==> config.mk <==
export PLATFORM = sky130hd
export DESIGN_NAME = fpm_arbiter
export DESIGN_NICKNAME = d
export VERILOG_FILES = /design/src/rtl/fpm_arbiter.sv
export SDC_FILE = /design/constraint.sdc
export NUM_CORES = 1
export LEC_CHECK = 0
export ABC_AREA = 1
export BUFFER_PORTS_ARGS = -buffer_cell sky130_fd_sc_hd__buf_2
export CAP_MARGIN = 20
export CORE_MARGIN = 10
export CORE_UTILIZATION = 36
export DETAILED_ROUTE_END_ITERATION = 12
export PLACE_DENSITY = 0.67
export SLEW_MARGIN = 20
export SYNTH_ARGS = -nofsm -noshare
export SYNTH_HDL_FRONTEND = slang
export SYNTH_SLANG_ARGS = --single-unit
==> constraint.sdc <==
create_clock -name clk -period 1.7 [get_ports clk]
set_clock_uncertainty 0.15 [all_clocks]
set_input_delay 0.425 -clock clk [delete_from_list [all_inputs] [get_ports clk]]
set_output_delay 0.425 -clock clk [all_outputs]
set_load 0.02 [all_outputs]
==> src/rtl/fpm_arbiter.sv <==
// fpm_arbiter: round-robin front end sharing one operand-serial FP multiplier between two requesters.
// Optional result watchdog is compiled in when FPM_ARB_TIMEOUT_EN is defined.
module fpm_arbiter #(
    parameter int unsigned TIMEOUT_CYCLES = 255
) (
    input  logic        clk,
    input  logic        rst,
    input  logic        req0_valid,
    input  logic        req1_valid,
    input  logic [31:0] req0_a,
    input  logic [31:0] req0_b,
    input  logic [31:0] req1_a,
    input  logic [31:0] req1_b,
    output logic        req0_ready,
    output logic        req1_ready,
    output logic        rsp0_valid,
    output logic        rsp1_valid,
    output logic [31:0] rsp0_data,
    output logic [31:0] rsp1_data,
    output logic        rsp0_err,
    output logic        rsp1_err,
    input  logic        rsp0_ready,
    input  logic        rsp1_ready,
    output logic [31:0] fpm_number_in,
    output logic        fpm_a_valid,
    output logic        fpm_b_valid,
    input  logic        fpm_a_ready,
    input  logic        fpm_b_ready,
    input  logic [31:0] fpm_result,
    input  logic        fpm_result_valid,
    output logic        busy
);

    typedef enum logic [2:0] {IDLE, LOAD_A, LOAD_B, WAIT_RES, RESP} state_t;

    state_t      state, state_nxt;
    logic        grant_idx, last_served;
    logic [31:0] a_reg, b_reg, res_reg;
    logic        err_flag;
    logic        grant0, grant1, accept, rsp_ready_sel, result_take, timeout_hit;

    if (TIMEOUT_CYCLES == 0 || TIMEOUT_CYCLES > 65535) begin : g_bad_timeout
        $error("TIMEOUT_CYCLES must be in 1..65535");
    end

    // Ties go to the requester not served last; ready is held low while reset is asserted.
    assign grant0        = (state == IDLE) && rst && req0_valid && (!req1_valid || last_served);
    assign grant1        = (state == IDLE) && rst && req1_valid && (!req0_valid || !last_served);
    assign accept        = grant0 | grant1;
    assign rsp_ready_sel = grant_idx ? rsp1_ready : rsp0_ready;
    assign result_take   = (state == WAIT_RES) && fpm_result_valid;

`ifdef FPM_ARB_TIMEOUT_EN
    logic [15:0] wait_cnt;

    assign timeout_hit = (state == WAIT_RES) && !fpm_result_valid &&
                         (wait_cnt == 16'(TIMEOUT_CYCLES - 1));

    always_ff @(posedge clk or negedge rst) begin
        if (!rst)                   wait_cnt <= '0;
        else if (state == WAIT_RES) wait_cnt <= wait_cnt + 16'd1;
        else                        wait_cnt <= '0;
    end

    always_ff @(posedge clk or negedge rst) begin
        if (!rst)             err_flag <= 1'b0;
        else if (result_take) err_flag <= 1'b0;
        else if (timeout_hit) err_flag <= 1'b1;
    end
`else
    assign timeout_hit = 1'b0;
    assign err_flag    = 1'b0;
`endif

    // NOTE: sequential state uses non-blocking assignments so every flop samples pre-edge values.
    always_ff @(posedge clk or negedge rst) begin
        if (!rst) state <= IDLE;
        else      state <= state_nxt;
    end

    // NOTE: the default assignment comes first so no path through the case infers a latch.
    always_comb begin
        state_nxt = state;
        case (state)
            IDLE:     if (accept)                     state_nxt = LOAD_A;
            LOAD_A:   if (fpm_a_ready)                state_nxt = LOAD_B;
            LOAD_B:   if (fpm_b_ready)                state_nxt = WAIT_RES;
            WAIT_RES: if (result_take || timeout_hit) state_nxt = RESP;
            RESP:     if (rsp_ready_sel)              state_nxt = IDLE;
            default:                                  state_nxt = IDLE;
        endcase
    end

    always_comb begin
        req0_ready    = grant0;
        req1_ready    = grant1;
        busy          = (state != IDLE);
        fpm_number_in = '0;
        fpm_a_valid   = 1'b0;
        fpm_b_valid   = 1'b0;
        rsp0_valid    = 1'b0;
        rsp1_valid    = 1'b0;
        rsp0_data     = '0;
        rsp1_data     = '0;
        rsp0_err      = 1'b0;
        rsp1_err      = 1'b0;
        case (state)
            LOAD_A: begin
                fpm_number_in = a_reg;
                fpm_a_valid   = 1'b1;
            end
            LOAD_B: begin
                fpm_number_in = b_reg;
                fpm_b_valid   = 1'b1;
            end
            RESP: begin
                if (grant_idx) begin
                    rsp1_valid = 1'b1;
                    rsp1_data  = res_reg;
                    rsp1_err   = err_flag;
                end else begin
                    rsp0_valid = 1'b1;
                    rsp0_data  = res_reg;
                    rsp0_err   = err_flag;
                end
            end
            default: ;
        endcase
    end

    always_ff @(posedge clk or negedge rst) begin
        if (!rst) begin
            a_reg       <= '0;
            b_reg       <= '0;
            grant_idx   <= 1'b0;
            last_served <= 1'b1;
        end else begin
            if (accept) begin
                a_reg     <= grant1 ? req1_a : req0_a;
                b_reg     <= grant1 ? req1_b : req0_b;
                grant_idx <= grant1;
            end
            if (state == RESP && rsp_ready_sel) last_served <= grant_idx;
        end
    end

    always_ff @(posedge clk or negedge rst) begin
        if (!rst)             res_reg <= '0;
        else if (result_take) res_reg <= fpm_result;
        else if (timeout_hit) res_reg <= 32'h7FC0_0000;
    end

endmodule

# After elaboration in Yosys (flattened, before gate mapping)
# Index checks and enable logic that the tools add are counted.
# classes
n_mux	20
reduce_logical	15
n_eq_ne	9
n_bitwise	1
# ops
operator	n
$mux W32	6
$pmux W32 S2	1
$mux W3	5
$pmux W3 S5	1
$ne A2 B2 Y1 const B	5
$logic_and A1 B1 Y1	7
$mux W1	7
$eq A3 B2 Y1 const B	2
$reduce_and A5 Y1	1
$eq A3 B1 Y1 const B	1
$eq A3 B3 Y1 const B	1
$logic_not A1 Y1	3
$logic_not A3 Y1	1
$reduce_bool A3 Y1	1
$logic_or A1 B1 Y1	2
$or A1 B1 Y1	1
# word_totals
input_bits	169
word_cells	51
output_inout_bits	105
register_bits	101

# Depth between registers and ports, before layout
# Gate-level depths: netlist (run 1).
# depth
ltp_word	7
depth_mapped	9
depth_no_buf	8

# Worst setup path after synthesis (run 1)
# No wires, ideal clock.
# synth_path
kind	reg-to-output
from	register state[1]
to	output rsp0_data[10]
arrival_time_ns	1.621
path_stages_with_launch	9
path_buffers	1
slack_ns	-0.496
required_time_ns	1.125
path_cell_list	dfrtp_1 > inv_2 > nand2_1 > nor2_1 > inv_1 > nor2_1 > inv_2 > buf_2 > nor2_1
# synth_between
elab_chain_cells	2
# synth_rtl
item	line_no	source
from (decl)	36	state_t state, state_nxt;
from (signal assigned)	78	else state <= state_nxt;
$eq A3 B3 Y1	107	case (state)
$mux W32	107	
to (decl)	18	output logic [31:0] rsp0_data,
# No other way between the ends.

# Final worst setup path (run 1)
# layout_path
from	register state[0]
to	output rsp1_data[20]
# layout_between
elab_chain_cells	2
# layout_rtl
item	line_no	source
$eq A3 B3 Y1	107	
$mux W32	107	
to (decl)	19	output logic [31:0] rsp1_data,
# No other way between the ends.

==> impl_metrics.ini, run 1 <==
[outcome]
run_status = finished with violations
failed_checks = setup timing

[sta]
post-route-worst-setup-slack_ns = -0.563
max_slew.worst_pin.slew_ns = 0.690
fin_tns_setup_ns = -67.54
whs_ns = 0.132
fin_crit_ns = 2.26
timing_hold_violations_final = 0
achievable-frequency_mhz = 442
final_min_period_over_clock_period = 1.33
final_max_slew_viol_count = 0
rsz0062_at_grt = true
setup_viol = 169
maxSlewHeadroom = 0.540

[finish]
area_added_between_synthesis_and_finish_pct = 79.7
finish.cell_count_without_fillers = 1319
multiInputGateArea_um2 = 3660
fin_nets = 1266
drive_above_1_share = 0.509
fillCellCount = 1243
seqCellArea_um2 = 2530

[setup_path]
worst-endpoint-arrival_ns = 1.69
reg2reg_setup_slack_ns = -0.32
timing.critical_path.required_ns = 1.12
r2r-end = a_reg[22]$_DFFE_PN0P_
worstReg2RegStart = state[0]$_DFFE_PN0P_
endpoint_kind = output port
worst-setup-path-type = flop to output port
start_kind = flop
worst-path-max-fanout = 6
ff2ff_path_depth = 11

[floorplanning]
placeableCoreArea_um2 = 15800
die_area_um2 = 21600
dieHeight_um = 147
rows = 46
die_w_um = 147
floorplan.initialDensity = 0.366
io-pin-count = 274

[drt]
drc = 0
drtAntennaViolNets = 0
post_drt_via_cell_ratio = 4.80
wirelength_mm = 24.7
route.vias.total = 6334
drtIter0Drc = 213
detail_route.first_pass.iterations = 5
wirelength_per_cell_um = 18.7

[global_routing]
first_pass_grt_wire_length_mm = 32.5
largest_net_degree_at_the_start_of_global_routing = 65
initial_antenna_violation_count = 4
globalRouteTotalUtil = 0.183
via_count_of_the_first_global_routing_pass = 6112
grt_remaining_overflow = 0

[clock_tree]
clock_tree.buffer_depth = 2
cts_hold_repair.buffers = 0
clock_slew_at_the_register_clock_pins_of_the_worst_setup_and_hold_paths_ns = 0.07
tritoncts = done
total_clock_buffers_created_by_cts = 9
clk_latency_ns = 0.34
ctsHtreeMaxLevel = 3
root_buffer = clkbuf_16
clock_sinks = 101

[place]
dpl.hpwl_mm = 15.2
port_buffers = 271
gp_weighted_congestion = 0.781
numPlacedInstances = 1259

[logic_synthesis]
synth-edff-count = 0
synth-simple-area-share = 0.350
combinational_family_with_the_most_area_after_synthesis = simple AND/OR/NAND/NOR gates
synthMuxAreaShare = 0
post_synth_instance_area_um2 = 5790
yosys_most_used_dff = dfrtp_1
post_synth_inst_count = 791
post_synthesis_compound_gate_area_fraction = 0.0832
post_synth_num_cell_types = 22
sequential_element_share_of_the_synthesized_area = 0.437
synthXorXnorAreaFrac = 0
synth_async_sr_flop_share = 1.00
synthAdderAreaFrac = 0
synth-seq-cells = 101
syn_area_per_cell_um2 = 7.32
yosysWarningCount = 0

[pwr]
power_switching_share = 0.421
power.sequential.fraction = 0.280
comb_power_share = 0.580
share_clk_of_total_power = 0.140
irDropWorstVdd_uv = 752
power-per-cell-area_nw_per_um2 = 1470
cellInternalPower_mw = 8.87
power.net_switching_mw = 6.46
leakage_nw = 5.53

[flow_run]
max_cap_viol_count = 0

[min_path]
min_path_type = input pin to asynchronous set/reset pin
==> worst max-delay path, stage by stage (launching register included) <==
cell	delay, ns
dfrtp_2	0.47
nor2_4	0.15
buf_4	0.14
nand2_4	0.11
buf_12	0.18
nor2_1	0.11
buf_4	0.17
==> kinds of logic after synthesis <==
group,count (synthesis)
buf+inv,171
other cells,1
compound gates,71
flops,101
simple gates,447
==> through the flow <==
step           power (mW)  worst slack, ns  instance area, um2   util
2_1_floorplan        8.56           -0.197                6520      -
3_3_place_gp         10.3           -0.229                8160  0.516
3_5_place_dp         10.5           -0.267                8160  0.516
4_1_cts              13.4           -0.523                9150  0.578
5_1_grt              16.2           -0.641               10400  0.657
6_report             15.3           -0.563               10400  0.658
==> power groups by stage <==
stage,sequential (mW),clock [mW],combinational [mW]
floorplan,4.10,0,4.46
global placement,4.21,0,6.14
detailed placement,4.25,0,6.22
CTS,4.23,2.18,7.01
global route,4.42,2.28,9.50
finish,4.30,2.14,8.89
==> cells in the mapped netlist, types with 3 or more instances <==
cell type	n	area (um2)
nand2_1	210	788
inv_1	113	424
dfrtp_1	100	2500
nor2_1	100	375
nand3_1	67	335
nand3b_1	65	488
a21oi_1	33	165
buf_2	33	165
a22o_1	32	280
buf_4	10	75.1
clkbuf_1	7	26.3
buf_6	4	45.0
o21ai_0	4	20.0
inv_2	3	11.3
==> cells in the final DEF (no fill, tap or decap), drive strengths merged <==
cell type,instances
buf,329
nand2,212
inv,114
nor2,102
dfrtp,100
nand3,67
nand3b,65
a21oi,33
a22o,32
clkbuf,30
clkinv,5
o21ai,5
conb,2
clkinvlp,2
diode,1
a21boi,1
nand4,1
bufinv,1
dfstp,1
==> timing repair <==
item | 4_1_cts | 5_1_grt
cloned | 1 | 29
endpoints found under the setup margin | 169 | 170
resized for setup | 201 | 142
pin swaps | 4 | 44
setup buffers | 5 | 10
==> routing by layer <==
metal,GRT usage,share of wire,vias up
met3,0.0722,0.090,44
met1,0.223,0.41,2938
met2,0.294,0.47,264
met5,0,0.0014,-
li1,-,-,3082
met4,0.0526,0.029,6
==> worst max path at each step <==
stage / start / to / slack [ns]
after CTS: state[1]$_DFFE_PN0P_ / rsp0_data[10] / -0.52
final: state[0]$_DFFE_PN0P_ / rsp1_data[20] / -0.56
after floorplan: state[1]$_DFFE_PN0P_ / rsp0_data[10] / -0.20
after global routing: state[1]$_DFFE_PN0P_ / rsp1_data[0] / -0.64
after global placement: state[0]$_DFFE_PN0P_ / rsp0_data[11] / -0.23
after detailed placement: state[2]$_DFFE_PN0P_ / rsp0_data[11] / -0.27
==> final cells by class <==
type	instances	area share
multi-input cells	520	0.352
clock inverters	5	0.00565
repair buffers	348	0.304
diodes	1	0.000240
well taps	216	0.0260
flip-flops and latches	101	0.243
inverters	116	0.0440
repair inverters	1	0.000842
clock buffers	11	0.0243
Power figures use the tool's default switching activity.
==> run 2, diff against run 1 <==
--- a/config.mk
+++ b/config.mk
@@ -5,13 +5,13 @@
 export SDC_FILE = /design/constraint.sdc
 export NUM_CORES = 1
 export LEC_CHECK = 0
-export ABC_AREA = 1
+export ABC_AREA = 0
 export BUFFER_PORTS_ARGS = -buffer_cell sky130_fd_sc_hd__buf_2
 export CAP_MARGIN = 20
 export CORE_MARGIN = 10
 export CORE_UTILIZATION = 36
 export DETAILED_ROUTE_END_ITERATION = 12
-export PLACE_DENSITY = 0.67
+export PLACE_DENSITY = 0.68
 export SLEW_MARGIN = 20
 export SYNTH_ARGS = -nofsm -noshare
 export SYNTH_HDL_FRONTEND = slang
==> impl_metrics.ini, run 2 <==
[logic_synthesis]
post_synth_num_cell_types = 33
post_synth_main_area_contributors = dfrtp_1 45%, a2bb2oi_2 16%, o32ai_1 10%
synth.largest_area_cell = dfrtp_1
synth_async_sr_flop_share = 1.00
synth-edff-count = 0
synth_common_cells = 100 x dfrtp_1, 64 x o32ai_1, 60 x a2bb2oi_2, 42 x clkbuf_1, 33 x and2_1
synth_top_cell_area_share = 0.448
yosysWarningCount = 0
synth-seq-cells = 101
syn_area_per_cell_um2 = 12.4
sequential_element_share_of_the_synthesized_area = 0.453
yosys_most_used_dff = dfrtp_1
most_numerous_cell_in_the_yosys_netlist = dfrtp_1
post_synth_inst_count = 452
post_synth_instance_area_um2 = 5580

[sta]
post-route-worst-setup-slack_ns = -0.659
max_slew.worst_pin.slew_ns = 0.919
setup_viol = 167
maxSlewHeadroom = 0.388
achievable-frequency_mhz = 424
final_max_slew_viol_count = 0
final_min_period_over_clock_period = 1.39
timing_hold_violations_final = 0
fin_crit_ns = 2.36
fin_tns_setup_ns = -85.26
rsz0062_at_grt = true

[place]
port_buffers = 271
gp_weighted_congestion = 0.901
dpl.hpwl_mm = 14.6
dpl_worst_slack_ns = -0.363

[pwr]
finalPower_mw = 14.5
power-per-cell-area_nw_per_um2 = 1650
leakage_nw = 4.04
irDropWorstVdd_uv = 1150

[setup_path]
worst-setup-path-type = flop to output port
cells_along_the_critical_path = or3b_4 > nor2_4 > buf_6 > buf_16 > and2_4 > buf_6
start_kind = flop
crit_slowest_cell = or3b_4
crit_path_frequent_cell = buf_6
worst-endpoint-arrival_ns = 1.78
timing.critical_path.required_ns = 1.12
cp_slowest_stage_delay_ns = 0.42
worst-path-max-fanout = 16
endpoint_kind = output port
reg2reg_setup_slack_ns = -0.39

[global_routing]
largest_net_degree_at_the_start_of_global_routing = 74
first_pass_grt_wire_length_mm = 29.5
grt_remaining_overflow = 0
via_count_of_the_first_global_routing_pass = 5519
initial_antenna_violation_count = 1
globalRouteTotalUtil = 0.179

[floorplanning]
die_w_um = 145
floorplan.initialDensity = 0.367
rows = 45
io-pin-count = 274
die_area_um2 = 20900
dieHeight_um = 145
placeableCoreArea_um2 = 15200

[drt]
wirelength_per_cell_um = 21.7
drtIter0Drc = 184
wirelength_mm = 20.4
drc = 0
detail_route.first_pass.iterations = 4
drtAntennaViolNets = 0
route.vias.total = 5222
post_drt_via_cell_ratio = 5.57

[finish]
postLayoutCoreUtil = 0.576
area_added_between_synthesis_and_finish_pct = 56.9
fin_nets = 914
drive_above_1_share = 0.704
layout.cells.most_common = buf_2
insertedDiodeCount = 0
most-common-layout-cells = 176 x buf_2, 100 x dfrtp_1, 85 x buf_4

[flow_run]
max_cap_viol_count = 0

[clock_tree]
clock_slew_at_the_register_clock_pins_of_the_worst_setup_and_hold_paths_ns = 0.07
clock_tree.buffer_depth = 2
clock_sinks = 101
total_clock_buffers_created_by_cts = 9
tritoncts = done
ctsHtreeMaxLevel = 3
clk_latency_ns = 0.34
root_buffer = clkbuf_16

[outcome]
run_status = finished with violations
failed_checks = setup timing

[min_path]
min_path_type = input pin to asynchronous set/reset pin
run 2: cell types whose count changed after synthesis, sizes merged, moves of 30 or more:
cell / before / now
clkbuf: 7 / 42
inv: 116 / 4
a2bb2oi: 0 / 64
buf: 48 / 17
nand2: 212 / 4
mux2: 0 / 32
and2: 0 / 33
nand3: 67 / 0
and3: 0 / 32
nand3b: 65 / 1
a21oi: 33 / 3
o32ai: 0 / 64
nor2: 102 / 3
run 2: logic make-up (layout without fill, tap and decap cells):
| group | Yosys count | in the layout | share of synthesized area |
|---|---|---|---|
| compound gates | 170 | 170 | 0.329 |
| buf+inv | 63 | 360 | 0.0560 |
| flops | 101 | 101 | 0.453 |
| mux | 32 | 32 | 0.0645 |
| other cells | 1 | 2 | 0.000672 |
| simple gates | 85 | 85 | 0.0968 |
run 2: layout make-up:
cell class / count / area (um2)
fillers: 1234 / 6440
multi-input cells: 289 / 2980
repair buffers: 340 / 2710
flip-flops and latches: 101 / 2530
well taps: 188 / 235
clock buffers: 9 / 225
clock inverters: 7 / 73.8
inverters: 4 / 15.0
run 2: per-stage QoR:
| stage | std cells | hold slack, ns | instance area, um2 |
|---|---|---|---|
| after floorplan | 453 | -0.0206 | 5840 |
| after global placement | 897 | 0.354 | 7590 |
| after detailed placement | 897 | 0.359 | 7590 |
| after CTS | 923 | 0.0496 | 8380 |
| after global routing | 938 | 0.0781 | 8760 |
| final | 938 | 0.0488 | 8760 |
run 2: layer usage:
metal / wire length, um / share of wire / track usage
met5: 11 / 0.00054 / 0
met4: 293 / 0.014 / 0.0580
met2: 10400 / 0.51 / 0.315
met1: 8040 / 0.39 / 0.202
met3: 1650 / 0.081 / 0.0521
run 2: worst paths after layout:
kind,from,to,cells past startpoint
max,state[0]$_DFFE_PN0P_,rsp0_data[30],6
min,rst,b_reg[28]$_DFFE_PN0P_,3
max reg2reg,state[2]$_DFFE_PN0P_,b_reg[13]$_DFFE_PN0P_,8
min reg2reg,a_reg[28]$_DFFE_PN0P_,a_reg[28]$_DFFE_PN0P_,1
max in group asynchronous,rst,res_reg[25]$_DFFE_PN0P_,2
min in group clk,fpm_result[7],res_reg[7]$_DFFE_PN0P_,2
run 2: where the power goes:
group / leakage, nW / switching [mW] / internal [mW] / total (mW)
logic: 2.77 / 3.56 / 4.34 / 7.90
clock network: 0.134 / 0.916 / 1.14 / 2.06
registers: 1.14 / 0.945 / 3.59 / 4.53
run 2: repair_timing:
| item | CTS | global route |
|---|---|---|
| pin swaps | 3 | 3 |
| resized for setup | 123 | 41 |
| gates cloned | 3 | 7 |
| hold endpoints to repair | 0 | 0 |
| setup buffers | 7 | 8 |
| hold buffers | 0 | 0 |
| endpoints found under the setup margin | 167 | 167 |
run 2: critical path: cells and delay by family (launching register included):
family	cells	cell delay, ns
buffers and inverters	3	0.37
AND/OR/NAND/NOR	3	0.69
flip-flops	1	0.38
==> run 3, diff against run 2 <==
--- a/config.mk
+++ b/config.mk
@@ -11,7 +11,7 @@
 export CORE_MARGIN = 10
 export CORE_UTILIZATION = 36
 export DETAILED_ROUTE_END_ITERATION = 12
-export PLACE_DENSITY = 0.68
+export PLACE_DENSITY_LB_ADDON = 0.2
 export SLEW_MARGIN = 20
 export SYNTH_ARGS = -nofsm -noshare
 export SYNTH_HDL_FRONTEND = slang
==> impl_metrics.ini, run 3 (synthesis results as in run 2) <==
[pwr]
power-per-cell-area_nw_per_um2 = 1710
leakage_nw = 4.28
irDropWorstVdd_uv = 1270
finalPower_mw = 16.3

[min_path]
min_path_type = input pin to asynchronous set/reset pin

[sta]
whs_ns = 0.109
fin_crit_ns = 2.36
max_slew.worst_pin.slew_ns = 0.528
maxSlewHeadroom = 0.648
final_max_slew_viol_count = 0
final_min_period_over_clock_period = 1.39
rsz0062_at_grt = true
setup_viol = 200
timing_hold_violations_final = 0
achievable-frequency_mhz = 423
post-route-worst-setup-slack_ns = -0.665

[setup_path]
worst-path-max-fanout = 14
worst-setup-path-type = flop to output port
ff2ff_path_depth = 9
endpoint_kind = output port
start_kind = flop
worst-endpoint-arrival_ns = 1.79
timing.critical_path.required_ns = 1.12

[clock_tree]
clock_tree.buffer_depth = 2
clock_sinks = 101
clock_slew_at_the_register_clock_pins_of_the_worst_setup_and_hold_paths_ns = 0.06
tritoncts = done
ctsHtreeMaxLevel = 3
root_buffer = clkbuf_16
total_clock_buffers_created_by_cts = 9
clk_latency_ns = 0.34

[place]
numPlacedInstances = 891
post_detailed_placement_cell_area_um2 = 7530
dpl.hpwl_mm = 14.1
gp_weighted_congestion = 0.804
port_buffers = 271

[global_routing]
met2_track_demand_over_resource = 0.307
globalRoute.busiestLayer = met2
initial_antenna_violation_count = 1
globalRouteTotalUtil = 0.181
grt.met1_usage = 0.216
groute.layer.met3.usage = 0.0449
via_count_of_the_first_global_routing_pass = 5431
first_pass_grt_wire_length_mm = 29.7
grt_remaining_overflow = 0
largest_net_degree_at_the_start_of_global_routing = 102

[floorplanning]
rows = 45
floorplan.initialDensity = 0.367
dieHeight_um = 145
placeableCoreArea_um2 = 15200
io-pin-count = 274
die_w_um = 145
die_area_um2 = 20900

[drt]
drc = 0
drtIter0Drc = 231
wirelength_mm = 21.8
post_drt_via_cell_ratio = 5.60
route.vias.total = 5345
drtAntennaViolNets = 0
detail_route.first_pass.iterations = 4
wirelength_per_cell_um = 22.9

[outcome]
run_status = finished with violations
failed_checks = setup timing

[finish]
area_added_between_synthesis_and_finish_pct = 71.3
drive_above_1_share = 0.720
most-common-layout-cells = 167 x buf_2, 114 x buf_6, 100 x dfrtp_1
design_area_um2 = 9570
layout.cells.most_common = buf_2
postLayoutCoreUtil = 0.629
fin_nets = 928
finish.cell_count_without_fillers = 954

[flow_run]
max_cap_viol_count = 0
[run 3: cell types whose count changed in the layout (fill, tap and decap cells not counted), moves of 7 or more]
cell and change:
and3_4 +32, buf_2 -9, buf_4 -55, clkbuf_16 +7, buf_6 +66, and3_2 -29
[run 3: through the flow]
step                      setup TNS (ns)  worst slack [ns]
final                             -88.86            -0.665
after CTS                         -91.31            -0.658
after floorplan                   -27.96            -0.294
after global placement            -35.06            -0.362
after global routing             -103.99            -0.752
after detailed placement          -37.24            -0.352
[run 3: cell type report]
| class | instances | area [um2] |
|---|---|---|
| multi-input cells | 289 | 3160 |
| flip-flops and latches | 101 | 2530 |
| diodes | 2 | 5.00 |
| clock inverters | 3 | 65.1 |
| clock buffers | 13 | 280 |
| fillers | 1156 | 5640 |
| well taps | 188 | 235 |
| inverters | 4 | 15.0 |
| repair buffers | 354 | 3280 |
[run 3: repair_timing]
item	4_1_cts	5_1_grt
resized for setup	159	146
pin swaps	8	24
setup endpoints to repair	197	201
gates cloned	11	12
setup buffers	20	13
hold buffers	0	0
[run 3: final timing paths]
path / from / endpoint / slack, ns
max: state[0]$_DFFE_PN0P_ / rsp0_data[15] / -0.66
min: rst / res_reg[25]$_DFFE_PN0P_ / 0.11
max reg2reg: state[0]$_DFFE_PN0P_ / a_reg[22]$_DFFE_PN0P_ / -0.52
min reg2reg: b_reg[15]$_DFFE_PN0P_ / b_reg[15]$_DFFE_PN0P_ / 0.37
max in group asynchronous: rst / b_reg[26]$_DFFE_PN0P_ / 0.89
min in group clk: fpm_result[27] / res_reg[27]$_DFFE_PN0P_ / 0.16
[run 3: power by group]
part / total, mW / internal [mW] / switching, mW
Combinational: 9.45 / 5.44 / 4.01
Sequential: 4.57 / 3.59 / 0.980
Clock: 2.30 / 1.45 / 0.850
Total: 16.3 / 10.5 / 5.84
[run 3: critical path, stage by stage (launching register included)]
cell	delay, ns
dfrtp_1	0.39
or3b_4	0.42
nor2_4	0.15
buf_6	0.19
and2_4	0.17
buf_6	0.11
[run 3: per-layer routing]
metal | part of all wire | up-vias | wire, um
li1 | - | 2414 | -
met1 | 0.40 | 2655 | 8720
met3 | 0.079 | 27 | 1720
met4 | 0.021 | 0 | 463
met2 | 0.50 | 249 | 10900
met5 | 0 | - | 0
